===== src/rtl/bmp_stream_writer_if.sv =====
// Handshake bundle for bmp_stream_writer: frame control, pixel input stream
// and serialised byte output stream.
interface bmp_stream_writer_if;
    logic        start;
    logic [23:0] pix_data;
    logic        pix_valid;
    logic        pix_ready;
    logic [7:0]  byte_out;
    logic        byte_valid;
    logic        byte_ready;
    logic        busy;
    logic        done;

    modport master (
        output start, pix_data, pix_valid, byte_ready,
        input  pix_ready, byte_out, byte_valid, busy, done
    );

    modport slave (
        input  start, pix_data, pix_valid, byte_ready,
        output pix_ready, byte_out, byte_valid, busy, done
    );
endinterface


===== src/rtl/bmp_stream_writer.sv =====
// Serialises a 24-bpp top-down BMP file (54-byte header, B/G/R pixel bytes,
// rows padded to 4 bytes) from a pixel stream onto a ready/valid byte stream.
module bmp_stream_writer #(
    parameter int unsigned WIDTH  = 640,
    parameter int unsigned HEIGHT = 480,
    parameter int unsigned XPPM   = 2835
) (
    input  logic                i_clk,
    input  logic                i_reset,
    bmp_stream_writer_if.slave  bus
);
    localparam int unsigned ROWBYTES = ((3 * WIDTH + 3) / 4) * 4;
    localparam int unsigned PAD      = ROWBYTES - 3 * WIDTH;
    localparam int unsigned IMGSIZE  = ROWBYTES * HEIGHT;
    localparam int unsigned FSIZE    = 54 + IMGSIZE;

    localparam logic [11:0] LAST_COL = 12'(WIDTH - 1);
    localparam logic [11:0] LAST_ROW = 12'(HEIGHT - 1);
    localparam logic [1:0]  PAD_LAST = 2'(PAD + 3);
    localparam logic [31:0] NEGH32   = 32'(32'd0 - 32'(HEIGHT));

    // Header packed so that file byte k sits at bits [8k+7:8k]; every
    // multi-byte field is therefore little-endian for free.
    localparam logic [431:0] HDR = {
        64'd0, 32'(XPPM), 32'(XPPM), 32'(IMGSIZE), 32'd0,
        16'd24, 16'd1, NEGH32, 32'(WIDTH), 32'd40, 32'd54, 32'd0,
        32'(FSIZE), 8'h4D, 8'h42
    };

    typedef enum logic [2:0] {
        S_IDLE, S_HEADER, S_PIXEL, S_PAD, S_FLUSH
    } state_t;

    state_t      r_state;
    logic [5:0]  r_hdr_idx;
    logic [11:0] r_col;
    logic [11:0] r_row;
    logic [1:0]  r_sub;
    logic [1:0]  r_pad;
    logic [15:0] r_gr;
    logic [7:0]  r_byte_out;
    logic        r_byte_valid;
    logic        r_busy;
    logic        r_done;

    logic [7:0]  w_hdr [0:53];
    logic        w_slot_free;
    logic        w_pix_ready;
    logic        w_pix_take;

    for (genvar gi = 0; gi < 54; gi++) begin : g_hdr
        assign w_hdr[gi] = HDR[gi * 8 +: 8];
    end

    assign w_slot_free = !r_byte_valid || bus.byte_ready;
    assign w_pix_ready = (r_state == S_PIXEL) && w_slot_free && (r_sub == 2'd0);
    assign w_pix_take  = w_pix_ready && bus.pix_valid;

    assign bus.pix_ready  = w_pix_ready;
    assign bus.byte_out   = r_byte_out;
    assign bus.byte_valid = r_byte_valid;
    assign bus.busy       = r_busy;
    assign bus.done       = r_done;

    always_ff @(posedge i_clk) begin
        if (i_reset) begin
            r_state      <= S_IDLE;
            r_hdr_idx    <= 6'd0;
            r_col        <= 12'd0;
            r_row        <= 12'd0;
            r_sub        <= 2'd0;
            r_pad        <= 2'd0;
            r_gr         <= 16'd0;
            r_byte_out   <= 8'd0;
            r_byte_valid <= 1'b0;
            r_busy       <= 1'b0;
            r_done       <= 1'b0;
        end else begin
            r_done <= 1'b0;
            // A consumed byte retires unless a new one is loaded below.
            if (w_slot_free) begin
                r_byte_valid <= 1'b0;
            end
            case (r_state)
                S_IDLE: begin
                    if (bus.start && !r_done) begin
                        r_state   <= S_HEADER;
                        r_busy    <= 1'b1;
                        r_hdr_idx <= 6'd0;
                    end
                end
                S_HEADER: begin
                    if (w_slot_free) begin
                        r_byte_out   <= w_hdr[r_hdr_idx];
                        r_byte_valid <= 1'b1;
                        if (r_hdr_idx == 6'd53) begin
                            r_state <= S_PIXEL;
                            r_col   <= 12'd0;
                            r_row   <= 12'd0;
                            r_sub   <= 2'd0;
                        end else begin
                            r_hdr_idx <= r_hdr_idx + 6'd1;
                        end
                    end
                end
                S_PIXEL: begin
                    if (w_pix_take) begin
                        r_byte_out   <= bus.pix_data[7:0];
                        r_byte_valid <= 1'b1;
                        r_gr         <= bus.pix_data[23:8];
                        r_sub        <= 2'd1;
                    end else if (w_slot_free && r_sub == 2'd1) begin
                        r_byte_out   <= r_gr[7:0];
                        r_byte_valid <= 1'b1;
                        r_sub        <= 2'd2;
                    end else if (w_slot_free && r_sub == 2'd2) begin
                        r_byte_out   <= r_gr[15:8];
                        r_byte_valid <= 1'b1;
                        r_sub        <= 2'd0;
                        if (r_col != LAST_COL) begin
                            r_col <= r_col + 12'd1;
                        end else if (PAD != 0) begin
                            r_state <= S_PAD;
                            r_pad   <= 2'd0;
                        end else begin
                            r_col   <= 12'd0;
                            r_row   <= r_row + 12'd1;
                            r_state <= (r_row == LAST_ROW) ? S_FLUSH : S_PIXEL;
                        end
                    end
                end
                S_PAD: begin
                    if (w_slot_free) begin
                        r_byte_out   <= 8'd0;
                        r_byte_valid <= 1'b1;
                        if (r_pad == PAD_LAST) begin
                            r_col   <= 12'd0;
                            r_row   <= r_row + 12'd1;
                            r_state <= (r_row == LAST_ROW) ? S_FLUSH : S_PIXEL;
                        end else begin
                            r_pad <= r_pad + 2'd1;
                        end
                    end
                end
                S_FLUSH: begin
                    // The final byte is always pending here; finish on its handshake.
                    if (w_slot_free) begin
                        r_done  <= 1'b1;
                        r_busy  <= 1'b0;
                        r_state <= S_IDLE;
                    end
                end
                default: r_state <= S_IDLE;
            endcase
        end
    end
endmodule

===== src/flat_wrapper.sv =====
// flat-port wrapper written by rule: the top's interface ports become plain ports
module bmp_stream_writer_flat 
#(
    parameter int unsigned WIDTH  = 640,
    parameter int unsigned HEIGHT = 480,
    parameter int unsigned XPPM   = 2835
)
  (i_clk, i_reset, bus_start, bus_pix_data, bus_pix_valid, bus_byte_ready, bus_pix_ready, bus_byte_out, bus_byte_valid, bus_busy, bus_done);
  bmp_stream_writer_if bus_i ();
  input  logic i_clk;
  input  logic i_reset;
  input wire logic [$bits(bus_i.start)-1:0] bus_start;
  input wire logic [$bits(bus_i.pix_data)-1:0] bus_pix_data;
  input wire logic [$bits(bus_i.pix_valid)-1:0] bus_pix_valid;
  input wire logic [$bits(bus_i.byte_ready)-1:0] bus_byte_ready;
  output wire logic [$bits(bus_i.pix_ready)-1:0] bus_pix_ready;
  output wire logic [$bits(bus_i.byte_out)-1:0] bus_byte_out;
  output wire logic [$bits(bus_i.byte_valid)-1:0] bus_byte_valid;
  output wire logic [$bits(bus_i.busy)-1:0] bus_busy;
  output wire logic [$bits(bus_i.done)-1:0] bus_done;
  assign bus_i.start = bus_start;
  assign bus_i.pix_data = bus_pix_data;
  assign bus_i.pix_valid = bus_pix_valid;
  assign bus_i.byte_ready = bus_byte_ready;
  assign bus_pix_ready = bus_i.pix_ready;
  assign bus_byte_out = bus_i.byte_out;
  assign bus_byte_valid = bus_i.byte_valid;
  assign bus_busy = bus_i.busy;
  assign bus_done = bus_i.done;
  bmp_stream_writer #(.WIDTH(WIDTH), .HEIGHT(HEIGHT), .XPPM(XPPM)) u_core (.i_clk(i_clk), .i_reset(i_reset), .bus(bus_i));
endmodule

===== config.mk =====
export PLATFORM = sky130hd
export DESIGN_NAME = bmp_stream_writer_flat
export DESIGN_NICKNAME = d
export VERILOG_FILES = /design/src/rtl/bmp_stream_writer_if.sv /design/src/rtl/bmp_stream_writer.sv /design/src/flat_wrapper.sv
export SDC_FILE = /design/constraint.sdc
export NUM_CORES = 1
export LEC_CHECK = 0
export ABC_AREA = 1
export CAP_MARGIN = 10
export CORE_ASPECT_RATIO = 1.5
export CORE_MARGIN = 10
export CORE_UTILIZATION = 30
export DETAILED_ROUTE_END_ITERATION = 7
export DONT_BUFFER_PORTS = 1
export HOLD_SLACK_MARGIN = 0.02
export SETUP_SLACK_MARGIN = 0.3
export SYNTH_ARGS = -nofsm -noshare
export SYNTH_HDL_FRONTEND = slang
export SYNTH_SLANG_ARGS = --single-unit

===== constraint.sdc =====
create_clock -name i_clk -period 1.69 [get_ports i_clk]
set_input_delay 0.2535 -clock i_clk [delete_from_list [all_inputs] [get_ports i_clk]]
set_output_delay 0.2535 -clock i_clk [all_outputs]
set_load 0.05 [all_outputs]

Yosys cells after proc, flatten, opt, wreduce, memory -nomap -nowiden
Memories as Yosys holds them, arrays and structs flattened.
Index checks and enable logic that the tools add are counted.
Widths: inputs -> output; s select.
- bits in latches: 0
- output and inout port bits: 12
- bits in read-only memories: 512
- memories kept: 1
- input bits: 29
- word-level logic and storage cells: 124
- memory bits (writable): 0
- flip-flop bits (word level): 64
- memory list (memory ; words ; bits a word ; read ports ; clocked after Yosys merged registers in ; wr ports ; line ; RTL):
    (name not given) ; 64 ; 8 ; 1 ; 0 ; 0 ; bmp_stream_writer.sv:94 ; r_byte_out <= w_hdr[r_hdr_idx];
- muxes and demuxes: 56
- bitwise logic cells: 3
- shifts and indexed selects: 0
- $lt $le $gt $ge: 1
- reductions and logical operators: 26
- div/mod/pow operators: 0
- $mul: 0
- eq/ne operators: 22
- add/subtract/negate cells: 4
- operators with widths (kind ; number):
    $mux 12 ; 14
    $pmux 12 s3 ; 2
    $mux 8 ; 7
    $mux 3 ; 11
    $add 12x1->12 const B ; 2
    $pmux 8 s3 ; 1
    $mux 6 ; 3
    $pmux 3 s5 ; 1
    $eq 12x9->1 const B ; 1
    $ne 12x10->1 const B ; 1
    $ne 2x1->1 const B ; 6
    $pmux 6 s2 ; 1
    $reduce_and 4->1 ; 3
    $mux 2 ; 5
    $ne 2x2->1 const B ; 5
    $reduce_and 10->1 ; 1
    $reduce_and 9->1 ; 1
    $mux 1 ; 8
    $reduce_and 8->1 ; 1
    $ge 7x7->1 const B ; 1
    $not 6->7 ; 1
    $add 6x1->6 const B ; 1
    $eq 3x2->1 const B ; 2
    $eq 6x6->1 const B ; 1
    other kinds (19) ; 32

Longest topological paths before layout
Gate-level depths: netlist (run 1).
- depth after elaboration: 7
- gate-level depth with buffers: 12
- gate-level depth less buffers: 12

Least setup slack after synthesis (run 1)
OpenSTA, ideal clock, no wires.
- kind: register to register
- from: register u_core.r_byte_valid, in the netlist u_core.bus.byte_valid
- to: register u_core.r_byte_out[0], in the netlist u_core.bus.byte_out[0]
- data arrival time: 1.795 ns
- setup slack: -0.223 ns
- setup time: 0.118 ns
- buffers on the path: 1
- stages on the path, launching flop included: 10
- period minus slack after synthesis: 1.913 ns
- data required time: 1.572 ns
- cells stage by stage: dfxtp_1 -> nand2_2 -> nand3_1 -> nor2_4 -> nand2_4 -> a21oi_4 -> buf_6 -> nand2_1 -> nor2_1 -> nor2_1
- word-level cells in the longest chain between the ends: 7
- elaborated cells on any way between the ends: 14
- those cells by class: 3 x eq/ne; 3 x mux; 8 x reduce/logical
- ends and longest elaborated chain (item ; line ; RTL):
    from (decl) ; bmp_stream_writer.sv:42 ; logic r_byte_valid;
    from (signal assigned) ; bmp_stream_writer.sv:75 ; r_byte_valid <= 1'b0;
    from (signal assigned) ; bmp_stream_writer.sv:82 ; r_byte_valid <= 1'b0;
    from (signal assigned) ; bmp_stream_writer.sv:95 ; r_byte_valid <= 1'b1;
    $logic_not 1->1 (*) ; bmp_stream_writer.sv:55 ; assign w_slot_free = !r_byte_valid || bus.byte_ready;
    $logic_or 1x1->1 (*) ; bmp_stream_writer.sv:55 ;
    $logic_and 1x1->1 (*) (2 in series) ; bmp_stream_writer.sv:56 ; assign w_pix_ready = (r_state == S_PIXEL) && w_slot_free && (r_sub == 2'd0);
    via bus_pix_ready ; flat_wrapper.sv:16 ; output wire logic [$bits(bus_i.pix_ready)-1:0] bus_pix_ready;
    $logic_and 1x1->1 (*) ; bmp_stream_writer.sv:57 ; assign w_pix_take = w_pix_ready && bus.pix_valid;
    $ne 4x3->1 (no line) / $mux 8 (equally long branches) ; -- ;
    $reduce_and 4->1 (no line) / $pmux 8 s3 (equally long branches) ; -- ;
    to (signal assigned) ; bmp_stream_writer.sv:94 ;
    to (signal assigned) ; bmp_stream_writer.sv:108 ; r_byte_out <= bus.pix_data[7:0];
    to (signal assigned) ; bmp_stream_writer.sv:113 ; r_byte_out <= r_gr[7:0];
    to (decl) ; bmp_stream_writer.sv:41 ; logic [7:0] r_byte_out;
Mark *: on every way through the listed nets, which the timed path passes. The rest lies on a longest branch.
A chain may end at the register's enable or synchronous reset.

Worst setup path in the final report (run 1)
- from: register u_core.r_state[0]
- to: register u_core.r_col[8]
- word-level cells in the longest chain between the ends: 6
- elaborated cells on any way between the ends: 16
- those cells by class: 10 x eq/ne; 1 x mux; 5 x reduce/logical
- ends and longest elaborated chain (item ; line ; RTL):
    from (decl) ; bmp_stream_writer.sv:34 ; state_t r_state;
    from (signal assigned) ; bmp_stream_writer.sv:128 ; r_state <= (r_row == LAST_ROW) ? S_FLUSH : S_PIXEL;
    from (signal assigned) ; bmp_stream_writer.sv:139 ; r_state <= (r_row == LAST_ROW) ? S_FLUSH : S_PIXEL;
    $eq 3x2->1 ; bmp_stream_writer.sv:56, bmp_stream_writer.sv:84 ;
    $logic_and 1x1->1 (2 in series) ; bmp_stream_writer.sv:56 ;
    $logic_and 1x1->1 ; bmp_stream_writer.sv:57 ;
    $ne 2x2->1 (no line) ; -- ;
    $reduce_and 8->1 (no line) ; -- ;
    to (signal assigned) ; bmp_stream_writer.sv:121 ; r_col <= r_col + 12'd1;
    to (decl) ; bmp_stream_writer.sv:36 ; logic [11:0] r_col;
Several ways; a longest one is shown, not always the timed one.

==> reports/summary.txt, run 1 <==
Fill count - 1212
Chip Height - 157.5 µm
Kind of critical path - reg -> reg
Endpoints failing setup - 0
CTS Sinks - 64
Worst reg-to-reg path cell count - 12
Synthesized flop and latch total - 64
Drt first pass iters - 6
Reg2reg end - u_core.r_col[8]
Pwr Density - 1454 nW/µm²
Layout Area Growth over Synthesis - 42.06%
Cell Int Power - 4564 µW
Cell area after synthesis - 3781 µm²
DR iter-0 viols - 213
Switching pwr - 3246 µW
Max-slew violations - 0
Most frequent cells in the layout - 131 x nand2_1, 84 x nor2_1, 58 x buf_4, 53 x dfxtp_1, 41 x inv_1
Die area - 17590 µm²
Core Region - 12450 µm²
Io pins - 41
Synth warn - 0
Critical-path maximum fanout - 7
Comb pwr share - 0.476
CTS buffer count - 9
Rel. slew slack - 0.6319
Worst Tran Pin Value - 0.5513 ns
Violated checks - hold timing
Vias in the first global route - 4197
Clk buf depth - 2
Cell taking the most area after synthesis - dfxtp_1
Finished Layout Cells - 825
Unrepaired setup endpoints after global routing - true
Fmax - 635.5 MHz
Crit path from - u_core.r_state[0]
Clock transition at path regs - 0.05 ns
Peak VDD IR - 905.9 µV
Critical Path Sink - u_core.r_col[8]
Sequential power share - 0.273
Critical Path Slowest Stage Cell - dfxtp_2
Largest cells by area after synthesis - dfxtp_1 34%, nand2_1 15%, nor2_1 9.8%
# DRC - 0
Seq/Total Area, Yosys - 0.3388
Final instance area - 5371 µm²
CTS H-Tree Depth - 3
Layout cells sized above 1 - 0.3199
R2R Path Start - u_core.r_state[0]
Sw frac - 0.4156
Final wirelength - 12090 µm
Die X-Extent - 111.7 µm
CTS root buffer - clkbuf_16
Clock latency on the worst-skew pair - 0.33 ns
GRT Residual Overflow - 0
Pleak - 0.002173 µW
Final nets - 703
DRT antenna net count - 0
Max-cap viol count - 0
Period minus WS final - 1.573 ns
Dpl hpwl - 8331 µm
Mapped Nets - 634
Critical path arrival - 1.85 ns
CTS tree - done
First-pass GRT wire length - 19610 µm
Setup crit end kind - flip-flop
Largest net degree at the start of global routing - 25
Worst min-delay path class - in -> reg
Vias - 4182
Syn Area/Cell - 6.355 µm²
Netlist cell types - 33
Crit share post-route - 0.9310
Startpoint Class - flip-flop
Register area - 1305 µm²
Setup Skew - 0.005609 ns
Multi-input gate area - 2651 µm²
GRT Overall Usage - 0.1328
Antenna diode count - 0
Cell mode on critical path - nand2_4
Port bufs - 0
Final hold vios - 18
Clock Power Share - 0.250
FP Rows - 50
Drt wl/cell - 14.65 µm
Worst Hold Slack - -0.01508 ns
Post-synthesis instance total - 595
Post-DR vias/cell - 5.069
Status - finished, violations left
Crit-path max cell delay - 0.33 ns
Commonest non-fill, non-tap cell in the layout - nand2_1
Top cell type's share of synthesized area - 0.3388
Starting density of the core - 0.3037
Placed inst area - 4294 µm²
Initial antenna violation count - 0
GPL Wtd Cong - 0.9165
Req. time, crit path - 1.96 ns
R2R setup slack - 0.12 ns
Placed Instances - 776
Worst path cell trace - buf_4 -> nand2_4 -> inv_6 -> nand2_4 -> nand2_4 -> nor3_4 -> buf_12 -> buf_8 -> nand2_2 -> nand2_2 -> nand3_2 -> nor2_2
-- sequential cells by signal, summed over array words and instances (netlist names), 2 cells and up --
signal	count
u_core.r_gr	16
u_core.r_pad	2
u_core.r_sub	2
u_core.r_col	12
u_core.r_hdr_idx	6
u_core.r_state	3
u_core.r_row	12
u_core.bus.byte_out	8
-- power by group through the flow --
stage                     Clock, µW  Sequential (µW)  Combinational (µW)
after global routing           2060             2170                4020
after CTS                      1980             2130                3350
after global placement            0             2130                2600
after floorplan                   0             2210                1740
after detailed placement          0             2140                2640
final                          1960             2130                3720
-- routing by layer --
layer,vias up,GRT usage,routed length (µm)
met4,0,0.05955,330
met3,26,0.03238,676
met2,138,0.2560,6608
met5,-,0,0
met1,1945,0.1294,4469
li1,2073,-,-
-- how the worst min path moves through the flow --
stage	start	end	slack (ns)	cells after the start
after global routing	i_reset	u_core.r_col[1]	-0.02	1
after CTS	i_reset	u_core.r_sub[1]	-0.02	1
after global placement	i_reset	u_core.r_hdr_idx[1]	0.32	1
after floorplan	i_reset	u_core.r_sub[0]	0.32	1
final	i_reset	u_core.r_hdr_idx[1]	-0.02	1
after detailed placement	i_reset	u_core.r_hdr_idx[1]	0.32	1
-- stage by stage --
step / setup TNS [ns] / utilization / total power [µW] / worst slack, ns
CTS: 0 / 0.4131 / 7468 / 0.1402
global route: 0 / 0.4315 / 8246 / 0.03242
detailed placement: -0.2259 / 0.3449 / 4787 / -0.06078
global placement: -0.01218 / 0.3449 / 4733 / -0.01218
finish: 0 / 0.4315 / 7810 / 0.1165
floorplan: -0.06288 / - / 3951 / -0.03273
-- cells by family (layout without fill, tap and decap cells) --
logic type	count (synthesis)	after routing	share of synthesized area
adder cells (fa/ha/maj)	10	10	0.03309
AO/OA/AOI/OAI	101	101	0.1406
flip-flops	64	64	0.3388
buffers and inverters	78	150	0.08934
XOR/XNOR	6	6	0.01390
AND/OR/NAND/NOR	336	338	0.3842
-- timing repair --
action,4_1_cts,5_1_grt
endpoints found under the setup margin,60,60
pin swaps,34,20
gates resized for setup,100,63
buffers inserted,22,6
endpoints found under the hold margin,21,21
cloned,4,1
-- worst max-delay path, delay by kind of cell (launching register included) --
family / cells / cell delay, ns
flops: 1 / 0.33
buf+inv: 4 / 0.46
simple gates: 8 / 0.73
-- layout make-up --
class | instances | area share
clock buffer | 14 | 0.05288
tap | 156 | 0.03634
multi-input combinational | 455 | 0.4936
timing repair inverter | 1 | 0.0009317
clock inverter | 2 | 0.006522
sequential | 64 | 0.2430
inverter | 58 | 0.04542
timing repair buffer | 75 | 0.1214
-- synth_stat cells (all sizes together) --
cell	count
nand2	158
nor2	100
dfxtp	64
inv	57
a21oi	48
o21ai	48
nand3	41
nor3	18
clkbuf	12
nand4	11
ha	10
buf	8
xor2	6
nand3b	5
or2	3
o22ai	2
a211oi	1
a31oi	1
clkinv	1
o211ai	1
(Power assumes the default switching activity.)
==> run 2: changes to the inputs <==
--- a/config.mk
+++ b/config.mk
@@ -8,7 +8,7 @@
 export ABC_AREA = 1
 export CAP_MARGIN = 10
 export CORE_ASPECT_RATIO = 1.5
-export CORE_MARGIN = 10
+export CORE_MARGIN = 3
 export CORE_UTILIZATION = 30
 export DETAILED_ROUTE_END_ITERATION = 7
 export DONT_BUFFER_PORTS = 1
==> run 2 against run 1 <==
Net effect:
- largest cell class unchanged
- maximum frequency fell by 1.5%
- wire length down 5.9%
- setup slack worse by 0.024 ns
- highest routed layer unchanged
- the flow still finishes with violations (hold timing)
==> reports/summary.txt, run 2 (synthesis gave the netlist of run 1 again) <==
Initial antenna violation count - 0 (unchanged)
Reg2reg end - u_core.r_row[1]
Crit share post-route - 0.9455 (+0.01449)
Req. time, crit path - 1.91 ns (-0.05 ns)
CTS root buffer - clkbuf_16
Worst Hold Slack - -0.02627 ns (-0.01119 ns)
Final wirelength - 11370 µm (-5.9%)
Pleak - 0.002157 µW (-0.74%)
DR iter-0 viols - 101 (-53%)
Vias - 4076 (-2.5%)
Drt first pass iters - 5 (-1)
Clock transition at path regs - 0.06 ns (about the same)
Top reg by flops - u_core.r_gr
Pwr Density - 1430 nW/µm² (-1.6%)
Final hold vios - 20 (+2)
Biggest regs - u_core.r_gr: 16 flops, u_core.r_col: 12 flops, u_core.r_row: 12 flops
CTS buffer count - 9 (unchanged)
CTS tree - done
Antenna diode count - 0 (unchanged)
Unrepaired setup endpoints after global routing - true
Worst min-delay path class - in -> reg
Worst Tran Pin Value - 0.5514 ns (+0.00008523 ns)
Setup Skew - 0.007952 ns (+0.002343 ns)
WHS Endpoint - u_core.r_sub[0]
DRT antenna net count - 0 (unchanged)
Kind of critical path - reg -> reg
Chip Height - 143.5 µm (-8.9%)
Drt wl/cell - 13.88 µm (-5.2%)
Max reg flops - 16 (unchanged)
First-pass GRT wire length - 18200 µm (-7.2%)
CTS Sinks - 64 (unchanged)
GRT Residual Overflow - 0 (unchanged)
Endpoints failing setup - 0 (unchanged)
GPL Wtd Cong - 0.9131 (-0.37%)
Max-slew violations - 0 (unchanged)
Max-cap viol count - 0 (unchanged)
Setup TNS - 0 ns (unchanged)
Layout cells sized above 1 - 0.3273 (+0.007447)
Die X-Extent - 97.67 µm (-13%)
GRT Overall Usage - 0.1590 (+0.02622)
Io pins - 41 (unchanged)
Commonest non-fill, non-tap cell in the layout - nand2_1
R2R Path Start - u_core.r_state[2]
Placed inst area - 4348 µm² (+1.3%)
Port bufs - 0 (unchanged)
Rel. slew slack - 0.6319 (about the same)
Final instance area - 5319 µm² (-0.98%)
Worst reg-to-reg path cell count - 10 (-2)
Final nets - 700 (-0.43%)
Clock latency on the worst-skew pair - 0.33 ns (about the same)
Hold_sp - i_reset
Die area - 14010 µm² (-20%)
Count of cells along the worst hold path - 1 (unchanged)
Clk buf depth - 2 (unchanged)
Startpoint Class - flip-flop
R2R setup slack - 0.09 ns (-0.02 ns)
Peak VDD IR - 772.8 µV (-15%)
Critical path arrival - 1.82 ns (-0.03 ns)
Most frequent cells in the layout - 128 x nand2_1, 78 x nor2_1, 57 x buf_4, 52 x dfxtp_1, 43 x inv_1
Largest net degree at the start of global routing - 25 (unchanged)
FP Rows - 49 (-2.0%)
Dpl hpwl - 8136 µm (-2.3%)
Violated checks - hold timing
Core Region - 12140 µm² (-2.5%)
Post-DR vias/cell - 4.977 (-1.8%)
Vias in the first global route - 3998 (-4.7%)
CTS H-Tree Depth - 3 (unchanged)
Critical-path maximum fanout - 14 (+7)
Starting density of the core - 0.3115 (+0.007764)
Period minus WS final - 1.598 ns (+0.02448 ns)
Setup ws final - 0.09206 ns (-0.02448 ns)
Layout Area Growth over Synthesis - 40.67%
Setup crit end kind - flip-flop
# DRC - 0 (unchanged)
Pre-CTS WS - -0.01071 ns (+0.05007 ns)
Status - finished, violations left
Fmax - 625.8 MHz (-1.5%)
run 2: cell count changes in the layout (fill, tap and decap cells not counted), sizes merged:
cell	change
nand2	-2
clkinv	+2
buf	-3
clkbuf	-1
clkinvlp	+1
run 2: final cells by class:
type / instances / area, µm²
fill: 1226 / 6820
multi-input combinational: 453 / 2579
sequential: 64 / 1309
timing repair buffer: 74 / 694.4
clock buffer: 11 / 242.7
inverter: 58 / 241.5
tap: 153 / 191.4
clock inverter: 5 / 56.30
timing repair inverter: 1 / 5.005
run 2: power by group:
part,internal (µW),leakage [µW],switching (µW)
Sequential,1750,0.000527,384
Clock,1180,0.000145,680
Combinational,1540,0.00148,2070
run 2: worst max path at each step:
stage                                      from                      to  slack [ns]  cells past startpoint
after CTS                   u_core.r_hdr_idx[0]  u_core.bus.byte_out[6]        0.11                      9
after detailed placement      u_core.r_state[1]  u_core.bus.byte_out[4]       -0.01                      8
after global routing        u_core.r_hdr_idx[1]         u_core.r_row[1]       0.002                     10
after global placement          u_core.r_col[1]         u_core.r_row[1]        0.02                     11
after floorplan           u_core.bus.byte_valid  u_core.bus.byte_out[0]       -0.03                      9
final                         u_core.r_state[2]         u_core.r_row[1]        0.09                     10
run 2: stage by stage:
step	total power, µW	utilization	std cells	hold slack [ns]
floorplan	3951	-	595	0.3226
global placement	4921	0.3582	779	0.3226
detailed placement	4970	0.3582	779	0.3307
CTS	7275	0.4100	807	-0.02848
global route	8068	0.4382	819	-0.03794
finish	7608	0.4382	819	-0.02627
run 2: worst max-delay path: stages (launching register included):
cell	delay (ns)
dfxtp_4	0.37
inv_6	0.05
nand3_4	0.13
inv_6	0.06
nand2_4	0.09
nand2_1	0.08
nor3_4	0.28
nand2_2	0.10
buf_12	0.16
nand2_8	0.09
o22ai_2	0.06
run 2: timing repair:
action,in CTS,in global routing
buffers inserted,11,10
setup endpoints to repair,61,61
pin swaps,31,22
resized for setup,82,70
endpoints found under the hold margin,21,21
cloned,1,2
run 2: layer usage:
layer  global-route usage  share of wire  vias to the layer above
met5                    0              0                        -
li1                     -              -                     2061
met2               0.3144           0.56                       97
met3              0.03545          0.045                       31
met4              0.05908          0.028                        0
met1               0.1611           0.37                     1887
